$ cat config.mk
export PLATFORM = sky130hd
export DESIGN_NAME = pwm_slew_limiter
export DESIGN_NICKNAME = d
export VERILOG_FILES = /design/src/rtl/pwm_slew_limiter.sv
export SDC_FILE = /design/constraint.sdc
export NUM_CORES = 1
export LEC_CHECK = 0
export CORE_MARGIN = 4
export CORE_UTILIZATION = 45
export DETAILED_ROUTE_END_ITERATION = 8
export PLACE_DENSITY = 0.74
export SYNTH_ARGS = -nofsm -noshare
export SYNTH_HDL_FRONTEND = slang
export SYNTH_SLANG_ARGS = --single-unit
$ cat constraint.sdc
create_clock -name clk_255kHz -period 6.76 [get_ports clk_255kHz]
set_input_delay 1.352 -clock clk_255kHz [delete_from_list [all_inputs] [get_ports clk_255kHz]]
set_output_delay 1.352 -clock clk_255kHz [all_outputs]
set_load 0.02 [all_outputs]
$ cat src/rtl/pwm_slew_limiter.sv
// pwm_slew_limiter: frame-aligned slew-rate limiter with command watchdog
// for one motor PWM generator, clocked from the shared 255 kHz PWM clock.
//
// Ports:
//   clk_255kHz    in   PWM-domain clock
//   reset         in   synchronous, active-high
//   target[7:0]   in   commanded width (0 = 1 ms, 255 = 2 ms)
//   target_valid  in   single-cycle strobe, target sampled when high
//   width[7:0]    out  limited width, changes only after a frame tick
//   frame_tick    out  high in the last cycle of each frame
//   failsafe      out  high while commands have timed out
//   at_target     out  width equals the effective target
//
// Build option: define PWM_SLEW_BYPASS_EN to drop the step limit so each
// tick jumps width straight to the effective target.

module pwm_slew_limiter #(
    parameter int FRAME_CYCLES   = 5100,
    parameter int STEP_MAX       = 8,
    parameter int NEUTRAL        = 127,
    parameter int TIMEOUT_FRAMES = 25
) (
    input  logic       clk_255kHz,
    input  logic       reset,
    input  logic [7:0] target,
    input  logic       target_valid,
    output logic [7:0] width,
    output logic       frame_tick,
    output logic       failsafe,
    output logic       at_target
);

    localparam int CW = (FRAME_CYCLES > 1) ? $clog2(FRAME_CYCLES) : 1;
    localparam int WW = $clog2(TIMEOUT_FRAMES + 1);

    localparam logic [CW-1:0] LAST   = CW'(FRAME_CYCLES - 1);
    localparam logic [WW-1:0] WD_MAX = WW'(TIMEOUT_FRAMES);
    localparam logic [7:0]    NEUT   = 8'(NEUTRAL);

    typedef enum logic {
        RUN      = 1'b0,
        FAILSAFE = 1'b1
    } state_t;

    state_t        state;
    state_t        state_next;
    logic [CW-1:0] frame_cnt;
    logic [WW-1:0] wd_cnt;
    logic [WW-1:0] wd_next;
    logic [7:0]    target_q;
    logic [7:0]    eff_target;
    logic [7:0]    width_next;

    assign frame_tick = (frame_cnt == LAST);
    assign failsafe   = (state == FAILSAFE);
    assign eff_target = failsafe ? NEUT : target_q;
    assign at_target  = (width == eff_target);

    // A command strobe always clears the watchdog, even on a tick cycle.
    always_comb begin
        wd_next = wd_cnt;
        if (target_valid) begin
            wd_next = '0;
        end else if (frame_tick && (wd_cnt != WD_MAX)) begin
            wd_next = wd_cnt + 1'b1;
        end
    end

    // Entry looks at the next watchdog value so failsafe rises in the
    // cycle right after the timing-out tick.
    always_comb begin
        state_next = state;
        unique case (state)
            RUN: begin
                if (wd_next == WD_MAX) begin
                    state_next = FAILSAFE;
                end
            end
            FAILSAFE: begin
                if (target_valid) begin
                    state_next = RUN;
                end
            end
            default: state_next = RUN;
        endcase
    end

`ifdef PWM_SLEW_BYPASS_EN
    assign width_next = eff_target;
`else
    logic [8:0] diff;
    logic [8:0] mag;
    logic [7:0] step;

    // 9-bit difference; bit 8 is the sign. The clamped step never exceeds
    // the distance to the target, so width stays within 0..255.
    always_comb begin
        diff = {1'b0, eff_target} - {1'b0, width};
        mag  = diff[8] ? (9'd0 - diff) : diff;
        step = (mag > 9'(STEP_MAX)) ? 8'(STEP_MAX) : mag[7:0];
        width_next = diff[8] ? (width - step) : (width + step);
    end
`endif

    always_ff @(posedge clk_255kHz) begin
        if (reset) begin
            frame_cnt <= '0;
            wd_cnt    <= '0;
            state     <= RUN;
            target_q  <= NEUT;
            width     <= NEUT;
        end else begin
            frame_cnt <= frame_tick ? '0 : frame_cnt + 1'b1;
            wd_cnt    <= wd_next;
            state     <= state_next;
            if (target_valid) begin
                target_q <= target;
            end
            // Update uses the pre-edge target register, so a strobe in the
            // tick cycle takes effect one frame later.
            if (frame_tick) begin
                width <= width_next;
            end
        end
    end

endmodule

Yosys cells after proc, flatten, opt, wreduce, memory -nomap -nowiden
Index checks and enable logic that the tools add are counted.
{"block": "totals", "regBits": 35, "input_bits": 11, "output_inout_bits": 11, "word_cells": 28}
{"block": "op_classes", "addsub": 6, "order_cmp": 1, "eq_ne": 4, "n_mux": 9, "bitwise_logic": 1, "reduce_logical": 2}
{"cell": "$mux 8", "n": 3}
{"cell": "$add 13x1->13 const B", "n": 1}
{"cell": "$eq 13x13->1 const B", "n": 1}
{"cell": "$mux 5", "n": 2}
{"cell": "$gt 9x4->1 const B", "n": 1}
{"cell": "$mux 9", "n": 1}
{"cell": "$sub 1x9->9 const A", "n": 1}
{"cell": "$sub 8x8->9", "n": 1}
{"cell": "$add 8x8->8", "n": 1}
{"cell": "$eq 8x8->1", "n": 1}
{"cell": "$sub 8x8->8", "n": 1}
{"cell": "$add 5x1->5 const B", "n": 1}
{"cell": "$eq 5x5->1 const B", "n": 1}
{"cell": "$ne 5x5->1 const B", "n": 1}
{"cell": "$mux 1", "n": 2}
{"cell": "$pmux 1 s2", "n": 1}
{"cell": "$reduce_or 2->1", "n": 1}
{"cell": "$logic_and 1x1->1", "n": 1}
{"cell": "$not 1->1", "n": 1}

Depth between registers and ports, before layout
Gate-level depths: netlist of run 1.
{"block": "logic_depth", "word_depth": 8, "depth_mapped": 24, "ltp_nobuf": 24}

Worst setup path before layout of run 1
Ideal clock, no wire load.
{"block": "synth_timing", "path_kind": "reg2reg", "startpoint": "reg state (netlist: failsafe)", "endpoint": "reg width[7]", "setup_time_ps": 121, "arrival_time_ps": 5342, "required_time_ps": 6639, "path_slack_ps": 1297, "path_stages_with_launch": 23, "path_buffers": 0, "period_less_slack_ps": 5463, "path_cell_list": "dfxtp_1 > nor2_1 > ha_1 > fa_1 > nand2b_1 > a21oi_4 > xor2_1 > nor3_2 > mux2i_1 > o32a_1 > or2_1 > nand2b_1 > ha_1 > a2bb2oi_1 > ha_1 > nor2b_1 > o21ai_0 > a21oi_1 > o41ai_1 > or3_1 > mux2i_1 > a311oi_1 > mux2_2"}
{"block": "synth_via", "elab_chain_cells": 8, "word_cells_on_any_way": 9, "cone_classes": "4 x add/sub; 1 x order compare; 4 x mux"}
{"item": "start, declared", "line_no": "45", "source": "state_t state;"}
{"item": "start signal, assigned", "line_no": "115", "source": "state <= state_next;"}
{"item": "$mux 8 (*)", "line_no": "56", "source": "assign eff_target = failsafe ? NEUT : target_q;"}
{"item": "$sub 8x8->9 (*)", "line_no": "98", "source": "diff = {1'b0, eff_target} - {1'b0, width};"}
{"item": "$sub 1x9->9", "line_no": "99", "source": "mag = diff[8] ? (9'd0 - diff) : diff;"}
{"item": "$mux 9", "line_no": "99"}
{"item": "$gt 9x4->1", "line_no": "100", "source": "step = (mag > 9'(STEP_MAX)) ? 8'(STEP_MAX) : mag[7:0];"}
{"item": "$mux 8", "line_no": "100"}
{"item": "$add 8x8->8 / $sub 8x8->8 (equally long branches)", "line_no": "101", "source": "width_next = diff[8] ? (width - step) : (width + step);"}
{"item": "$mux 8 (*)", "line_no": "101"}
{"item": "end signal, assigned", "line_no": "122", "source": "width <= width_next;"}
{"item": "end, declared", "line_no": "27", "source": "output logic [7:0] width,"}
Every way passes the cells marked *; elsewhere a longest branch is shown, timed or not.
A chain may end at the register's enable or synchronous reset.

Final worst setup path of run 1
Ends and elaborated chain as after synthesis.

==> metrics.txt, run 1 <==
# fillers 540; First-pass DRT Iterations 4; Starting Density 46.4%; CORE AREA 5540 µm²; Post-DP HPWL 4.43 mm; reg-to-reg endpoint width[7]; Unique masters post-synth 56; Setup crit start kind flop; end point of the critical path width[7]; Via density 5.61; Port Buffers 21; crit end category flop; CTS Buffer Depth 2; Max Cap Viol 0; Routability Congestion 0.894; Critical Path AT 6150 ps; wire per inst 13.8 µm; slew margin rel. 34.3%; share of layout cells above drive strength 1 8.33%; Total GRT Usage 16.7%; n_diodes 0; post-CTS resize count 0; cts bufs inserted 5; grt met1 use 21.0%; setup bufs post-CTS 0; Worst Reg-to-Reg Cells 22; row count 27; worst-path cell chain nor2_1, ha_1, fa_1, nand2b_1, a21oi_4, xor2_1, nor3_2, mux2i_1, o32a_1, or2_1, nand2b_1, ha_1, a2bb2oi_1, ha_1, nor2b_1, o21ai_0, a21oi_1, o41ai_1, or3_1, mux2i_1, a311oi_1, mux2_2; die area 6990 µm²; Post-synth ARST share 0%; WS Path Type flop to flop; clock power share 29.1%; Seq cells post-synth 35; Synth Flop Type dfxtp_1; synthesized area per cell 8.11 µm²; clk sinks 35; yosys warns 0; Clock Latency Late Sink 280 ps; Final WS setup 774 ps; Worst Hold Class flop to flop; min cycle time layout 5990 ps; Antenna Nets Post-Route 0; combinational fraction of design power 29.1%; Die Y 83.6 µm; Power Internal 346 µW; Critical Path Source failsafe; status finished clean; fin area 2920 µm²; pwr dens 175 nW/µm²; Net Count, Synth 350; final slew viol count 0; fmax 167 MHz; Layout Area Growth over Synthesis 13.5%; largest net degree at the start of global routing 18; GR Layer Usage met2 27.3%; RSZ-0062 raised after global routing false; clk_skew 11.1 ps; Net Sw Frac 32.2%; final net count 368; global-route track usage on met3 4.64%; Placed Area 2830 µm²; hold buffers post-CTS 0; vias in the first global route 2299; sequential share of the synthesized area 27.3%; Critical Path Max Stage Delay 480 ps; VDD IR-drop max 0.000137 V; WP depth 22; Worst Hold Launch frame_cnt[0]; Worst Tran Pin Value 985 ps; Leak 1.22 nW; Sw Pwr 164 µW; CTS root buf clkbuf_8; setup_tns 0 ps; most used cell, CP ha_1; CTS tree done; routed vias 2289; Post-Syn Instances 317; initial antenna violation count 0; DRC 0; setup violators final 0; slowest CP cell dfxtp_1; clock-pin slew on the worst setup and hold paths 70 ps; number of synthesized flops with an enable pin 0; Final Hold Viols 0; grt total ovfl 0; violation count after the first detailed-route iteration 171; hold_ws 476 ps; Crit Path Max Fanout 10; Mapped Area 2570 µm²; worst reg2reg startpoint failsafe; I/O Pins 22; first-pass GRT wire length 10.0 mm; Crit path buffers/inverters 0; Die W 83.6 µm; GRT busiest layer met2; Seq pwr share 41.9%; total wire length 5.64 mm; crit share post-route 88.5%; H-tree depth 2; delay-heaviest family, CP compound AO/OA/AOI/OAI gates; Place WS 893 ps; Worst Path Required 6930 ps; FF-to-FF setup slack 770 ps
==> cell usage in the layout (no fill, tap or decap), types with 3 or more instances in the layout <==
cell	count
a31oi_1	3
clkbuf_8	5
nor2_1	35
nand3_1	14
nor3_1	16
a31o_2	3
o211ai_1	7
nor2b_1	4
dfxtp_1	35
o21ai_0	12
xor2_1	16
clkdlybuf4s50_1	21
or2_2	7
inv_1	17
nand2_1	29
a21oi_1	11
mux2i_1	11
and3_1	3
nand4_1	5
a21o_1	4
nand2b_1	5
ha_1	20
xnor2_1	10
==> kinds of logic after synthesis <==
| group | synth area share (%) |
|---|---|
| compound gates | 16.7 |
| xor+xnor | 9.49 |
| simple gates | 25.9 |
| flops | 27.3 |
| buf+inv | 4.14 |
| mux | 5.16 |
| fa+ha+maj | 11.3 |
==> power by group through the flow <==
| stage | Sequential (mW) | Clock [mW] | Combinational, mW |
|---|---|---|---|
| floorplan | 0.217 | 0 | 0.116 |
| global route | 0.214 | 0.160 | 0.166 |
| finish | 0.214 | 0.148 | 0.148 |
| CTS | 0.214 | 0.152 | 0.147 |
| detailed placement | 0.218 | 0 | 0.146 |
| global placement | 0.218 | 0 | 0.144 |
==> Yosys cell counts, types with 2 or more instances <==
library cell / count / area, µm²
dfxtp_1: 35 / 701
nor2_1: 35 / 131
nand2_1: 29 / 109
ha_1: 20 / 250
inv_1: 17 / 63.8
nor3_1: 16 / 80.1
xor2_1: 16 / 140
nand3_1: 14 / 70.1
o21ai_0: 12 / 60.1
a21oi_1: 11 / 55.1
mux2i_1: 11 / 110
xnor2_1: 10 / 87.6
clkbuf_1: 8 / 30.0
o211ai_1: 7 / 52.6
or2_2: 7 / 43.8
nand2b_1: 5 / 31.3
nand4_1: 5 / 31.3
a21o_1: 4 / 30.0
nor2b_1: 4 / 25.0
a31o_2: 3 / 26.3
a31oi_1: 3 / 18.8
and3_1: 3 / 18.8
fa_1: 2 / 40.0
mux2_2: 2 / 22.5
nand3b_1: 2 / 15.0
nand4b_1: 2 / 17.5
nor3_2: 2 / 20.0
o2111ai_1: 2 / 17.5
or2_1: 2 / 12.5
or3_1: 2 / 12.5
==> how the worst min path moves through the flow <==
stage / endpoint / cells after the start
floorplan: frame_cnt[0] / 1
global placement: frame_cnt[0] / 1
detailed placement: target_q[6] / 2
CTS: target_q[6] / 2
global route: target_q[2] / 2
finish: frame_cnt[0] / 1
==> layout make-up <==
| type | instances | area, µm² | area share (%) |
|---|---|---|---|
| clock buffers | 6 | 72.6 | 2.49 |
| clock inverters | 2 | 12.5 | 0.429 |
| inverters | 18 | 67.6 | 2.32 |
| multi-input cells | 254 | 1760 | 60.5 |
| flip-flops and latches | 35 | 701 | 24.0 |
| well taps | 72 | 90.1 | 3.09 |
| repair buffers | 21 | 210 | 7.20 |
==> per-layer routing <==
metal  routed length (µm)  vias up
met2                 2640       64
met4                   70        0
met3                  315        8
met5                    0        -
li1                     -     1161
met1                 2610     1056
==> worst register-to-register path, cell delays in order (launching register included) <==
cell and delay [ps]:
dfxtp_1 480, nor2_1 80, ha_1 210, fa_1 450, nand2b_1 210, a21oi_4 240, xor2_1 410, nor3_2 90
mux2i_1 140, o32a_1 370, or2_1 300, nand2b_1 170, ha_1 290, a2bb2oi_1 260, ha_1 290, nor2b_1 120
o21ai_0 230, a21oi_1 150, o41ai_1 450, or3_1 200, mux2i_1 80, a311oi_1 290, mux2_2 360
==> through the flow <==
step           power, mW  utilization (%)  instances
5_1_grt            0.541             52.7        408
3_3_place_gp       0.362             51.1        400
2_1_floorplan      0.333                -        317
6_report           0.510             52.7        408
4_1_cts            0.512             52.7        408
3_5_place_dp       0.364             51.1        400
==> registers in the layout, summed over array words and instances, names as in the netlist <==
name and flops:
wd_cnt 5, target_q 8, width 8, frame_cnt 13
failsafe 1
Note: power is estimated with default switching activity, not from simulation.
==> run 2: changes to the inputs <==
Settings changed: RECOVER_POWER from default to 50, SKIP_LAST_GASP from default to 1.
==> run 2 against run 1 <==
Effect of this change:
- power is essentially flat
- setup slack gained 2.7 ps
- non-clock buffer count is the same
- global-route usage is the same
- critical path depth is the same
- sequential share of layout area is essentially flat
- maximum frequency is essentially flat
- count of clock-buffer cells in the layout is the same
- clock skew is essentially flat
- flip-flop and latch count is the same
- highest routed layer unchanged
==> metrics.txt, run 2 (synthesis results as in run 1) <==
status finished clean; Worst Path Required 6930 ps (about the same); WS Path Type flop to flop; Critical Path AT 6150 ps (about the same); die area 6990 µm² (unchanged); initial antenna violation count 0 (unchanged); clock-pin slew on the worst setup and hold paths 70 ps (about the same); CTS Buffer Depth 2 (unchanged); Antenna Nets Post-Route 0 (unchanged); Final Hold Viols 0 (unchanged); Worst Reg-to-Reg Cells 22 (unchanged); Placed Instances 400 (unchanged); setup bufs post-CTS 0 (unchanged); largest net degree at the start of global routing 18 (unchanged); DRC 0 (unchanged); combinational fraction of design power 29.0% (about the same); final non-filler cell total 408 (unchanged); grt total ovfl 0 (unchanged); wire per inst 13.9 µm (+0.82%); Die W 83.6 µm (unchanged); First-pass DRT Iterations 4 (unchanged); pwr dens 175 nW/µm² (+0.21%); cts bufs inserted 5 (unchanged); crit share post-route 88.5% (about the same); final net count 368 (unchanged); Via density 5.62 (+0.22%); Largest regs frame_cnt (13), target_q (8), width (8); Setup crit start kind flop; Die Y 83.6 µm (unchanged); clock power share 29.1% (about the same); Final Core Density 52.6% (-0.090 points); setup violators final 0 (unchanged); Leak 1.23 nW (+0.17%); CORE AREA 5540 µm² (unchanged); total wire length 5.68 mm (+0.82%); clk sinks 35 (unchanged); CTS tree done; Clock Latency Late Sink 290 ps (about the same); violation count after the first detailed-route iteration 152 (-11%); Total GRT Usage 16.7% (unchanged); H-tree depth 2 (unchanged); post-CTS resize count 0 (unchanged); RSZ-0062 raised after global routing false; I/O Pins 22 (unchanged); fmax 167 MHz (about the same); number of flip-flops in the largest register 13 (unchanged); Sw Pwr 165 µW (+0.27%); setup_tns 0 ps (unchanged); Max Cap Viol 0 (unchanged); crit end category flop; hold depth 1 (unchanged); Starting Density 46.4% (unchanged); Worst Hold Class flop to flop; hold_ws 476 ps (+0.367 ps); first-pass GRT wire length 10.0 mm (unchanged); min cycle time layout 5980 ps (-2.66 ps); hold buffers post-CTS 0 (unchanged); Power Internal 346 µW (about the same); share of layout cells above drive strength 1 7.74% (-0.60 points); Routability Congestion 0.894 (unchanged); VDD IR-drop max 0.000137 V (about the same); Worst Tran Pin Value 1210 ps (+222 ps); Top reg by flops frame_cnt; vias in the first global route 2299 (unchanged); Net Sw Frac 32.3% (+0.075 points); clk_skew 11.1 ps (+0.0260 ps); most frequent cells in the layout 35 x nor2_1, 35 x dfxtp_1, 29 x nand2_1; Seq pwr share 41.9% (about the same); routed vias 2294 (+0.22%); Crit Path Max Fanout 10 (unchanged); Layout Area Growth over Synthesis 13.3%; final slew viol count 0 (unchanged); slew margin rel. 18.9% (-15 points); Port Buffers 21 (unchanged); row count 27 (unchanged); n_diodes 0 (unchanged); Post-DP HPWL 4.43 mm (unchanged); CTS root buf clkbuf_8
run 2: changes by cell type in the layout (fill, tap and decap cells not counted), sizes merged:
cell / before / now
clkdlybuf4s50: 21 / 17
dlygate4sd3: 0 / 4
run 2: final cells by class:
class,instances,area [µm²]
Inverter,18,67.6
Clock buffer,6,72.6
Multi-Input combinational cell,254,1760
Sequential cell,35,701
Timing Repair Buffer,21,210
Tap cell,72,90.1
Fill cell,541,2630
Clock inverter,2,12.5
run 2: power by group through the flow:
| stage | clock, mW | sequential, mW | combinational (mW) |
|---|---|---|---|
| after floorplan | 0 | 0.217 | 0.116 |
| after global placement | 0 | 0.218 | 0.144 |
| after detailed placement | 0 | 0.218 | 0.146 |
| after CTS | 0.152 | 0.214 | 0.147 |
| after global routing | 0.160 | 0.214 | 0.166 |
| final | 0.149 | 0.214 | 0.148 |
run 2: critical path, cell delays in order, from the launching register on:
cell       delay [ps]
dfxtp_1           480
nor2_1             80
ha_1              210
fa_1              450
nand2b_1          210
a21oi_4           230
xor2_1            410
nor3_2             90
mux2i_1           140
o32a_1            370
or2_1             300
nand2b_1          170
ha_1              290
a2bb2oi_1         260
ha_1              290
nor2b_1           120
o21ai_0           230
a21oi_1           150
o41ai_1           450
or3_1             200
mux2i_1            80
a311oi_1          290
mux2_2            360
run 2: stage by stage:
| stage | total power, mW | setup WS (ps) | cell area, µm² |
|---|---|---|---|
| finish | 0.510 | 777 | 2910 |
| global route | 0.541 | 406 | 2910 |
| CTS | 0.512 | 823 | 2920 |
| detailed placement | 0.364 | 893 | 2830 |
| global placement | 0.362 | 1060 | 2830 |
| floorplan | 0.333 | 1300 | 2570 |
run 2: worst paths after layout:
check,startpoint,to,slack [ps]
hold reg to reg,frame_cnt[0],frame_cnt[0],480
setup / recovery,failsafe,width[7],780
setup reg to reg,failsafe,width[7],780
hold / removal,frame_cnt[0],frame_cnt[0],480
run 2: layer usage:
metal / vias to the layer above / GRT usage [%] / part of all wire [%]
met1: 1070 / 21.0 / 47
li1: 1162 / - / -
met4: 0 / 5.85 / 1.3
met2: 55 / 27.3 / 46
met5: - / 0 / 0
met3: 7 / 4.64 / 5.4
